## src/rtl/uart_axis.sv

```systemverilog
// uart_axis: full-duplex 8N1 UART with AXI-Stream byte interfaces.
//   Frame = start(0) + DATA_WIDTH data bits LSB-first + stop(1), no parity.
//   Bit time T = prescale*8 clocks (prescale 0 behaves as 1), captured per frame.
// Ports:
//   clk, rst                      clock, async active-high reset
//   input_axis_tdata/tvalid/tready   TX byte stream (sink side)
//   output_axis_tdata/tvalid/tready  RX byte stream (source side)
//   rxd / txd                     serial in / out, idle high
//   tx_busy / rx_busy             frame in progress
//   rx_overrun_error              1-clk pulse: new byte replaced an unread one
//   rx_frame_error                1-clk pulse: stop bit sampled low
//   prescale                      clocks per 1/8 bit
module uart_axis #(
  parameter int DATA_WIDTH = 8
) (
  input  logic                  clk,
  input  logic                  rst,
  input  logic [DATA_WIDTH-1:0] input_axis_tdata,
  input  logic                  input_axis_tvalid,
  output logic                  input_axis_tready,
  output logic [DATA_WIDTH-1:0] output_axis_tdata,
  output logic                  output_axis_tvalid,
  input  logic                  output_axis_tready,
  input  logic                  rxd,
  output logic                  txd,
  output logic                  tx_busy,
  output logic                  rx_busy,
  output logic                  rx_overrun_error,
  output logic                  rx_frame_error,
  input  logic [15:0]           prescale
);

  localparam int BW = $clog2(DATA_WIDTH + 2);

  localparam logic       TX_IDLE  = 1'b0;
  localparam logic       TX_RUN   = 1'b1;
  localparam logic [1:0] RX_IDLE  = 2'd0;
  localparam logic [1:0] RX_START = 2'd1;
  localparam logic [1:0] RX_DATA  = 2'd2;
  localparam logic [1:0] RX_STOP  = 2'd3;

  // Bit and half-bit lengths, minus one, for loading down-counters.
  logic [15:0] pre_eff;
  logic [18:0] bit_len_m1;
  logic [18:0] half_len_m1;

  assign pre_eff     = (prescale == 16'd0) ? 16'd1 : prescale;
  assign bit_len_m1  = {pre_eff, 3'b000} - 19'd1;
  assign half_len_m1 = {1'b0, pre_eff, 2'b00} - 19'd1;

  // ---------------- TX ----------------
  logic                tx_state;
  logic [18:0]         tx_cnt;
  logic [18:0]         tx_len;
  logic [BW-1:0]       tx_bits;
  logic [DATA_WIDTH:0] tx_sh;    // data bits with the stop bit on top

  always_ff @(posedge clk or posedge rst) begin
    if (rst) begin
      tx_state          <= TX_IDLE;
      txd               <= 1'b1;
      input_axis_tready <= 1'b0;
      tx_busy           <= 1'b0;
      tx_cnt            <= '0;
      tx_len            <= '0;
      tx_bits           <= '0;
      tx_sh             <= '0;
    end else begin
      case (tx_state)
        TX_IDLE: begin
          if (input_axis_tready && input_axis_tvalid) begin
            tx_sh             <= {1'b1, input_axis_tdata};
            txd               <= 1'b0;
            input_axis_tready <= 1'b0;
            tx_busy           <= 1'b1;
            tx_cnt            <= bit_len_m1;
            tx_len            <= bit_len_m1;
            tx_bits           <= BW'(DATA_WIDTH + 1);
            tx_state          <= TX_RUN;
          end else begin
            input_axis_tready <= 1'b1;
          end
        end
        default: begin
          if (tx_cnt != 19'd0) begin
            tx_cnt <= tx_cnt - 19'd1;
          end else if (tx_bits != '0) begin
            txd     <= tx_sh[0];
            tx_sh   <= tx_sh >> 1;
            tx_bits <= tx_bits - BW'(1);
            tx_cnt  <= tx_len;
          end else begin
            // Stop bit has had its full T; ready again so the next start
            // bit can follow after a single idle clock.
            tx_busy           <= 1'b0;
            input_axis_tready <= 1'b1;
            tx_state          <= TX_IDLE;
          end
        end
      endcase
    end
  end

  // ---------------- RX ----------------
  logic [1:0] rx_sync;
  logic       rxs;

  always_ff @(posedge clk or posedge rst) begin
    if (rst) rx_sync <= 2'b11;
    else     rx_sync <= {rx_sync[0], rxd};
  end

  assign rxs = rx_sync[1];

  logic [1:0]            rx_state;
  logic [18:0]           rx_cnt;
  logic [18:0]           rx_len;
  logic [BW-1:0]         rx_bits;
  logic [DATA_WIDTH-1:0] rx_sh;

  always_ff @(posedge clk or posedge rst) begin
    if (rst) begin
      rx_state           <= RX_IDLE;
      rx_busy            <= 1'b0;
      rx_cnt             <= '0;
      rx_len             <= '0;
      rx_bits            <= '0;
      rx_sh              <= '0;
      output_axis_tdata  <= '0;
      output_axis_tvalid <= 1'b0;
      rx_overrun_error   <= 1'b0;
      rx_frame_error     <= 1'b0;
    end else begin
      rx_overrun_error <= 1'b0;
      rx_frame_error   <= 1'b0;
      if (output_axis_tvalid && output_axis_tready) output_axis_tvalid <= 1'b0;

      case (rx_state)
        RX_IDLE: begin
          if (!rxs) begin
            rx_busy  <= 1'b1;
            rx_cnt   <= half_len_m1;
            rx_len   <= bit_len_m1;
            rx_state <= RX_START;
          end
        end
        RX_START: begin
          if (rx_cnt != 19'd0) begin
            rx_cnt <= rx_cnt - 19'd1;
          end else if (rxs) begin
            // Glitch, not a start bit.
            rx_busy  <= 1'b0;
            rx_state <= RX_IDLE;
          end else begin
            rx_cnt   <= rx_len;
            rx_bits  <= BW'(DATA_WIDTH);
            rx_state <= RX_DATA;
          end
        end
        RX_DATA: begin
          if (rx_cnt != 19'd0) begin
            rx_cnt <= rx_cnt - 19'd1;
          end else begin
            rx_sh   <= {rxs, rx_sh[DATA_WIDTH-1:1]};
            rx_cnt  <= rx_len;
            rx_bits <= rx_bits - BW'(1);
            if (rx_bits == BW'(1)) rx_state <= RX_STOP;
          end
        end
        default: begin
          if (rx_cnt != 19'd0) begin
            rx_cnt <= rx_cnt - 19'd1;
          end else begin
            rx_busy  <= 1'b0;
            rx_state <= RX_IDLE;
            if (rxs) begin
              // Delivery overrides the handshake clear above; a byte taken
              // on this same edge is not an overrun.
              output_axis_tdata  <= rx_sh;
              output_axis_tvalid <= 1'b1;
              rx_overrun_error   <= output_axis_tvalid && !output_axis_tready;
            end else begin
              rx_frame_error <= 1'b1;
            end
          end
        end
      endcase
    end
  end

endmodule

```

## config.mk

```make
export PLATFORM = sky130hd
export DESIGN_NAME = uart_axis
export DESIGN_NICKNAME = d
export VERILOG_FILES = /design/src/rtl/uart_axis.sv
export SDC_FILE = /design/constraint.sdc
export NUM_CORES = 1
export LEC_CHECK = 0
export BUFFER_PORTS_ARGS = -buffer_cell sky130_fd_sc_hd__buf_2
export CAP_MARGIN = 20
export CORE_MARGIN = 4
export CORE_UTILIZATION = 50
export CTS_CLUSTER_SIZE = 30
export DETAILED_ROUTE_END_ITERATION = 8
export GPL_TIMING_DRIVEN = 0
export PLACE_DENSITY_LB_ADDON = 0.12
export SYNTH_ARGS = -nofsm -noshare
export SYNTH_HDL_FRONTEND = slang
export SYNTH_SLANG_ARGS = --single-unit
export TNS_END_PERCENT = 20
```

## constraint.sdc

```tcl
create_clock -name clk -period 4.3 [get_ports clk]
set_clock_uncertainty 0.2 [all_clocks]
set_input_delay 0.645 -clock clk [delete_from_list [all_inputs] [get_ports clk]]
set_output_delay 0.645 -clock clk [all_outputs]
set_load 0.005 [all_outputs]
```

==> impl_results.md, run 1 <==
- Core Area: 12,700 µm²
- Bufs on Longest Clock Path: 2
- Placed Area: 6940 µm²
- Post-synth EDFFs: 0
- Mapped cell area: about 6500 µm²
- Syn_nets: 775
- Num Clock Sinks: 117
- NetSw: between 1 and 1.5 mW
- Overall die height: about 120 µm
- Fin nets: 838
- Largest area contributor in the netlist: dfrtp_1
- CTS tree: built
- Largest net degree at the start of global routing: 84
- CP Cell Sequence: buf_2, nor3_1, and2_1, a41o_1, inv_1, ha_1, nor4b_1, nand2_1, xor2_1, a2bb2oi_1, a32oi_1, o22a_1
- Vias in the first global route: ~6,000
- Drc violations: 0
- Reg2reg start: tx_cnt[0]$_DFFE_PP0P_
- Type of destination of the critical path: flip-flop
- Startpoint Class: primary input
- Slew HR: 37.4%
- Worst setup path startpoint: prescale[5]
- Combinational Power Share: ~16%
- Rows: 41
- Worst-Skew Late Latency: between 400 and 500 ps
- P_int: approximately 2.5 mW
- Register area: just under 3000 µm²
- Cell count after synthesis: between 700 and 800
- Total power: between 3 and 4 mW
- Drt pass-1 iters: 5
- # H-tree levels: 4
- Yosys reg bits: 117
- LEAKAGE: approximately 3.3 nW
- Multi-input gate area: about 3300 µm²
- CTS Hold Buffers Added: 0
- Initial core utilization: just over 50%
- Async SR Flop Fraction: 100%
- Design area: between 7000 and 8000 µm²
- Post-route ant nets: 0
- DIE AREA: ~15,000 µm²
- Critical Path AT: around 3800 ps
- Synth top area share: between 40% and 50%
- Die Wd: roughly 120 µm
- Synth-to-layout area growth: 16.8%
- Slowest-stage cell, CP: nor4b_1
- Reg clk slew, reported paths: 50 ps
- Setup TNS Final: 0 ps
- VDD IR-drop max: 0.000288 V
- Data required, critical path: 4400 ps
- Placer Congestion: 0.921
- Total gr overflow: 0
- Worst path max stage delay: between 700 and 800 ps
- Clk pwr share: 41.9%
- Post-CTS Setup Bufs: 0
- Initial DRC count: roughly 700
- CTS buffer count: 17
- Warnings, synthesis: 0
- Worst slew pin tran: 930 ps
- DP HPWL: roughly 13,000 µm
- Sw Ratio: between 20 and 30%
- I/O Buffers: 43
- Share of layout cells above drive strength 1: between 10% and 20%
- Top_reg_cell synth: dfrtp_1
- Root buffer cell: clkbuf_16
- Final worst-path cycle share: 86.8%
- Min-Delay Path Class: in2async
- Initial antenna violation count: 2
- RSZ-0062 raised after global routing: false
- Post-CTS sizing: 0
- Final Slew Violations: 0
- Run status: finished, final reports clean
- Routed vias: around 6,000
- Synth unique cells: 74
- Pwr Density: 474 nW/µm²
- Final WL: around 18,000 µm
- Max-cap violations: 0
- Sequential area share after synthesis: 45.2%
- Routed vias/inst: ~6.1
- First-pass GRT wire length: 30,400 µm
- Worst Path Max Fanout: 8
- Fillers: ~1,100
- Setup Viol. Count Final: 0
- Top cells by area, synth: dfrtp_1, nand2_1, o21ai_0
- GRT Resource Usage Total: around 26%
- Crit path kind: in2reg
- Final critical-path required period: 3730 ps
- Avg Cell Area, Syn: approximately 9 µm²
- Hold Violations, Final: 0
- Routed len/inst: ~18 µm
- Io pins: 44
- Power share of the sequential group: 42.0%
- Peak Freq: approximately 0.27 GHz
## Yosys cell counts, types with 10 or more instances
cell type    n
a21oi_1     40
nor3_1      30
clkbuf_1    28
nor4_1      13
o21ai_0     73
nand2_1    110
ha_1        12
xnor2_1     12
mux2i_1     15
nor2_1      68
mux2_2      10
dfrtp_1    114
nand3_1     12
inv_1       23
## layout by cell type (no fill, tap or decap), types with 8 or more instances in the layout
| cell | count |
|---|---|
| o21ai_1 | 8 |
| xnor2_1 | 12 |
| o31ai_1 | 8 |
| clkbuf_16 | 17 |
| dfrtp_1 | 114 |
| or3_1 | 9 |
| nand3_1 | 12 |
| nor2_1 | 68 |
| nand2_1 | 110 |
| mux2_2 | 10 |
| nor3_1 | 30 |
| clkbuf_1 | 30 |
| buf_2 | 46 |
| ha_1 | 12 |
| nor4_1 | 13 |
| inv_1 | 22 |
| a21oi_1 | 40 |
| a211oi_1 | 8 |
| nand4_1 | 9 |
| o21ai_0 | 73 |
| xor2_1 | 9 |
| mux2i_1 | 15 |
## flip-flops by register name (all words and copies together), names as in the netlist
signal	count
input_axis_tready	1
output_axis_tdata	8
output_axis_tvalid	1
rx_bits	4
rx_busy	1
rx_cnt	19
rx_frame_error	1
rx_len	17
rx_overrun_error	1
rx_sh	8
rx_state	2
rx_sync	2
tx_bits	4
tx_busy	1
tx_cnt	19
tx_len	17
tx_sh	9
tx_state	1
txd	1
## power groups by stage
stage          combinational [mW]  clock (mW)  sequential (mW)
2_1_floorplan               0.449           0             1.47
3_3_place_gp                0.546           0             1.51
3_5_place_dp                0.573           0             1.52
4_1_cts                     0.575        1.52             1.50
5_1_grt                     0.652        1.57             1.55
6_report                    0.576        1.51             1.51
## path summary, 6_finish.rpt
kind,cells past startpoint,end,slack (ps)
min,2,rx_cnt[18]$_DFFE_PP0P_,10
min reg2reg,0,rx_sync[1]$_DFF_PP1_,150
max in group asynchronous,3,txd$_DFFE_PP1P_,3150
max reg2reg,8,tx_cnt[12]$_DFFE_PP0P_,990
max,12,rx_cnt[10]$_DFFE_PP0P_,570
min in group clk,1,rx_sync[0]$_DFF_PP1_,120
## cell type report
cell class                 instances  area share [%]
clock inverter                    12            2.36
buffer                            37            2.13
sequential                       117            38.7
clock buffer                      20            5.90
antenna                            1          0.0330
tap                              172            2.84
inverter                          23            1.21
multi-input combinational        557            43.6
timing repair buffer              44            3.21
## stage by stage
stage / hold slack [ps] / util (%) / worst slack (ps) / cells
2_1_floorplan: 145 / - / 359 / 734
3_3_place_gp: 146 / 54.5 / -1090 / 949
3_5_place_dp: 147 / 54.8 / 202 / 950
4_1_cts: 23.0 / 59.7 / 612 / 982
5_1_grt: 36.3 / 59.7 / 320 / 982
6_report: 11.5 / 59.8 / 570 / 983
## worst max-delay path, delay by kind of cell
kind	cells	cell delay, ps
AND/OR/NAND/NOR	4	1260
AO/OA/AOI/OAI	4	930
XOR/XNOR	1	490
buffers and inverters	2	280
adder cells (fa/ha/maj)	1	220
## layer usage
layer | vias up | global-route usage [%] | part of all wire, %
met4 | 4 | 8.75 | 2.0
met5 | - | 0 | 0.077
met2 | 276 | 38.1 | 44
li1 | 2774 | - | -
met1 | 2931 | 37.0 | 45
met3 | 39 | 7.66 | 8.9
## cell families (layout without fill, tap and decap cells)
family,Yosys count,in the layout,share of synthesized area (%)
flops,117,117,45.2
mux,25,25,4.05
buf+inv,60,136,3.82
fa+ha+maj,12,12,2.32
compound gates,205,205,20.0
other cells,0,1,0
xor+xnor,21,21,2.84
simple gates,294,294,21.7
Power figures use the tool's default switching activity.
==> inputs of run 2 (changes only) <==
--- a/config.mk
+++ b/config.mk
@@ -5,10 +5,11 @@
 export SDC_FILE = /design/constraint.sdc
 export NUM_CORES = 1
 export LEC_CHECK = 0
+export ABC_AREA = 1
 export BUFFER_PORTS_ARGS = -buffer_cell sky130_fd_sc_hd__buf_2
 export CAP_MARGIN = 20
 export CORE_MARGIN = 4
-export CORE_UTILIZATION = 50
+export CORE_UTILIZATION = 55
 export CTS_CLUSTER_SIZE = 30
 export DETAILED_ROUTE_END_ITERATION = 8
 export GPL_TIMING_DRIVEN = 0
==> impl_results.md, run 2 <==
- Final WS setup: 1090 ps (+518 ps)
- Worst slew pin tran: 681 ps (-249 ps)
- Warnings, synthesis: 0 (unchanged)
- Num Clock Sinks: 117 (unchanged)
- Most common cell after layout, fill and taps aside: nand2_1
- Worst Path Max Fanout: 10 (+2)
- Yosys reg bits: 117 (unchanged)
- CP Cell Sequence: buf_2, nor2_1, nand2_1, nor2_1, nand2_1, buf_2, nand2_1, inv_1, ha_1, nand2_1, nor2_1, nand2_1, xor2_1, nand2_1, nand3_1, nand2_1, nand2_1
- Total gr overflow: 0 (unchanged)
- Synth-to-layout area growth: 15.7%
- Pwr Density: 467 nW/µm² (-1.5%)
- Worst-Skew Late Latency: 420 ps (about the same)
- Routed len/inst: 15.2 µm (-18%)
- Synth cell count leaders: nand2_1, dfrtp_1, nor2_1
- Final critical-path required period: 3210 ps (-518 ps)
- Data required, critical path: 4450 ps (+50 ps)
- Slew HR: 54.5% (+17 points)
- GRT Resource Usage Total: 26.8% (+0.81 points)
- Final WL: 18,200 µm (+0.20%)
- Register area: 2930 µm² (unchanged)
- Largest area contributor in the netlist: dfrtp_1
- Run status: finished, final reports clean
- Vias in the first global route: 6,007 (+1.6%)
- Critical Path AT: 3370 ps (-460 ps)
- Reg2Reg Setup Slack: 1780 ps (+790 ps)
- Hold WS: 34.6 ps (+23.1 ps)
- Mapped cell area: 6890 µm² (+6.3%)
- Worst path bufs/invs: 3 (+1)
- Reg clk slew, reported paths: 60 ps (about the same)
- Startpoint Class: primary input
- Fillers: 1,073 (-6.2%)
- Sequential area share after synthesis: 42.6% (-2.7 points)
- Most used cell, CP: nand2_1
- Initial antenna violation count: 0 (-2)
- DP HPWL: 13,300 µm (+5.2%)
- RSZ-0062 raised after global routing: false
- Core Area: 12,100 µm² (-4.4%)
- Post-route ant nets: 0 (unchanged)
- Async SR Flop Fraction: 100% (unchanged)
- Max-cap violations: 0 (unchanged)
- CTS tree: built
- Drc violations: 0 (unchanged)
- Min-Delay Path Class: in2async
- Pre-CTS setup slack: 778 ps (+575 ps)
- Bufs on Longest Clock Path: 2 (unchanged)
- Commonest cells after routing, fill and taps aside: nand2_1, dfrtp_1, nor2_1, inv_1, o21ai_0
- Top_reg_cell synth: dfrtp_1
- LEAKAGE: 3.88 nW (+17%)
- Syn_nets: 994 (+28%)
- CTS Hold Buffers Added: 0 (unchanged)
- First-pass GRT wire length: 30,600 µm (+0.59%)
- Initial DRC count: 604 (-14%)
- Post-CTS Setup Bufs: 0 (unchanged)
- Rows: 40 (-2.4%)
- DIE AREA: 14,400 µm² (-3.2%)
- Post-synth EDFFs: 0 (unchanged)
- Die Wd: 120 µm (-1.6%)
- Placer Congestion: 0.914 (-0.68%)
- Peak Freq: 0.311 GHz (+16%)
- Worst path max stage delay: 550 ps (-170 ps)
- CTS buffer count: 17 (unchanged)
- Overall die height: 120 µm (-1.6%)
- # H-tree levels: 4 (unchanged)
- Routed vias: 6,425 (+6.7%)
- Synth unique cells: 44 (-41%)
- Delay-heaviest family, CP: simple AND/OR/NAND/NOR gates
- Multi-input gate area: 3460 µm² (+4.9%)
- Initial core utilization: 56.9% (+5.7 points)
- Routed vias/inst: 5.36 (-12%)
- Io pins: 44 (unchanged)
- Count leader, synth: nand2_1
- Fin nets: 1,057 (+26%)
- Type of destination of the critical path: flip-flop
- Setup Viol. Count Final: 0 (unchanged)
- Post-CTS sizing: 0 (unchanged)
- Top Registers: rx_cnt: 19 flops, tx_cnt: 19 flops
- VDD IR-drop max: 0.000338 V (+17%)
- Top cells by area, synth: dfrtp_1, nand2_1, nor2_1
- Largest net degree at the start of global routing: 79 (-6.0%)
- Avg Cell Area, Syn: 7.23 µm² (-18%)
- Synth top area share: 41.4% (-2.6 points)
- I/O Buffers: 43 (unchanged)
- Crit path kind: in2reg
- Final worst-path cycle share: 74.7% (-12 points)
- Drt pass-1 iters: 6 (+1)
- Root buffer cell: clkbuf_16
- Hold Violations, Final: 0 (unchanged)
- Cell count after synthesis: 953 (+30%)
- Slowest-stage cell, CP: xor2_1
- Share of layout cells above drive strength 1: 13.4% (+0.20 points)
- Final Slew Violations: 0 (unchanged)
==> run 2: cell count changes after synthesis, sizes merged, moves of 11 or more <==
cell / delta
nand3: +45
mux2i: -15
nand2: +211
clkbuf: -16
nor3: -22
o21ai: +12
nor2: +55
a21oi: -11
inv: +63
nor4: -14
==> run 2: layer usage <==
layer  track usage, %  share of wire [%]  up-vias
li1                 -                  -     3176
met1             41.5                 48     2955
met2             36.9                 41      272
met3             7.21                8.6       22
met4             7.02                1.4        0
met5                0                  0        -
==> run 2: cell families (layout without fill, tap and decap cells) <==
logic type / count (synthesis) / after routing / synth area share [%]
AND/OR/NAND/NOR: 533 / 533 / 32.5
multiplexers: 1 / 1 / 0.164
buffers and inverters: 118 / 194 / 7.12
XOR/XNOR: 29 / 29 / 3.69
adder cells (fa/ha/maj): 12 / 12 / 2.18
flip-flops: 117 / 117 / 42.6
other: 0 / 1 / 0
AO/OA/AOI/OAI: 143 / 143 / 11.8
==> run 2: report_power, final <==
part	internal, mW	switching, mW	leakage (nW)
registers	1.26	0.179	1.46
clock network	0.928	0.568	0.306
logic	0.291	0.491	2.11
==> run 2: cell type report <==
| class | instances | area share, % |
|---|---|---|
| repair buffers | 44 | 3.05 |
| diodes | 1 | 0.0314 |
| well taps | 168 | 2.64 |
| clock buffers | 17 | 5.34 |
| clock inverters | 15 | 2.43 |
| plain buffers | 31 | 2.03 |
| multi-input cells | 718 | 43.5 |
| flip-flops and latches | 117 | 36.8 |
| inverters | 87 | 4.19 |
==> run 2: path summary, 6_finish.rpt <==
| kind | start | to | cells past startpoint |
|---|---|---|---|
| max | prescale[9] | rx_cnt[12]$_DFFE_PP0P_ | 17 |
| min | rst | tx_sh[6]$_DFFE_PP0P_ | 2 |
| max reg2reg | rx_state[0]$_DFFE_PP0P_ | rx_cnt[0]$_DFFE_PP0P_ | 11 |
| min reg2reg | rx_sync[0]$_DFF_PP1_ | rx_sync[1]$_DFF_PP1_ | 0 |
| max in group asynchronous | rst | rx_sync[0]$_DFF_PP1_ | 3 |
| min in group clk | rxd | rx_sync[0]$_DFF_PP1_ | 1 |
==> run 2: metrics by stage <==
stage / power [mW] / utilization (%) / cells / TNS (ps) / cell area, µm²
after detailed placement: 2.22 / 60.6 / 1165 / 0 / 7340
after global routing: 3.93 / 65.8 / 1197 / 0 / 7960
after floorplan: 2.01 / - / 953 / 0 / 6890
final: 3.72 / 65.8 / 1198 / 0 / 7970
after CTS: 3.71 / 65.8 / 1197 / 0 / 7960
after global placement: 2.21 / 60.4 / 1164 / -120870 / 7310
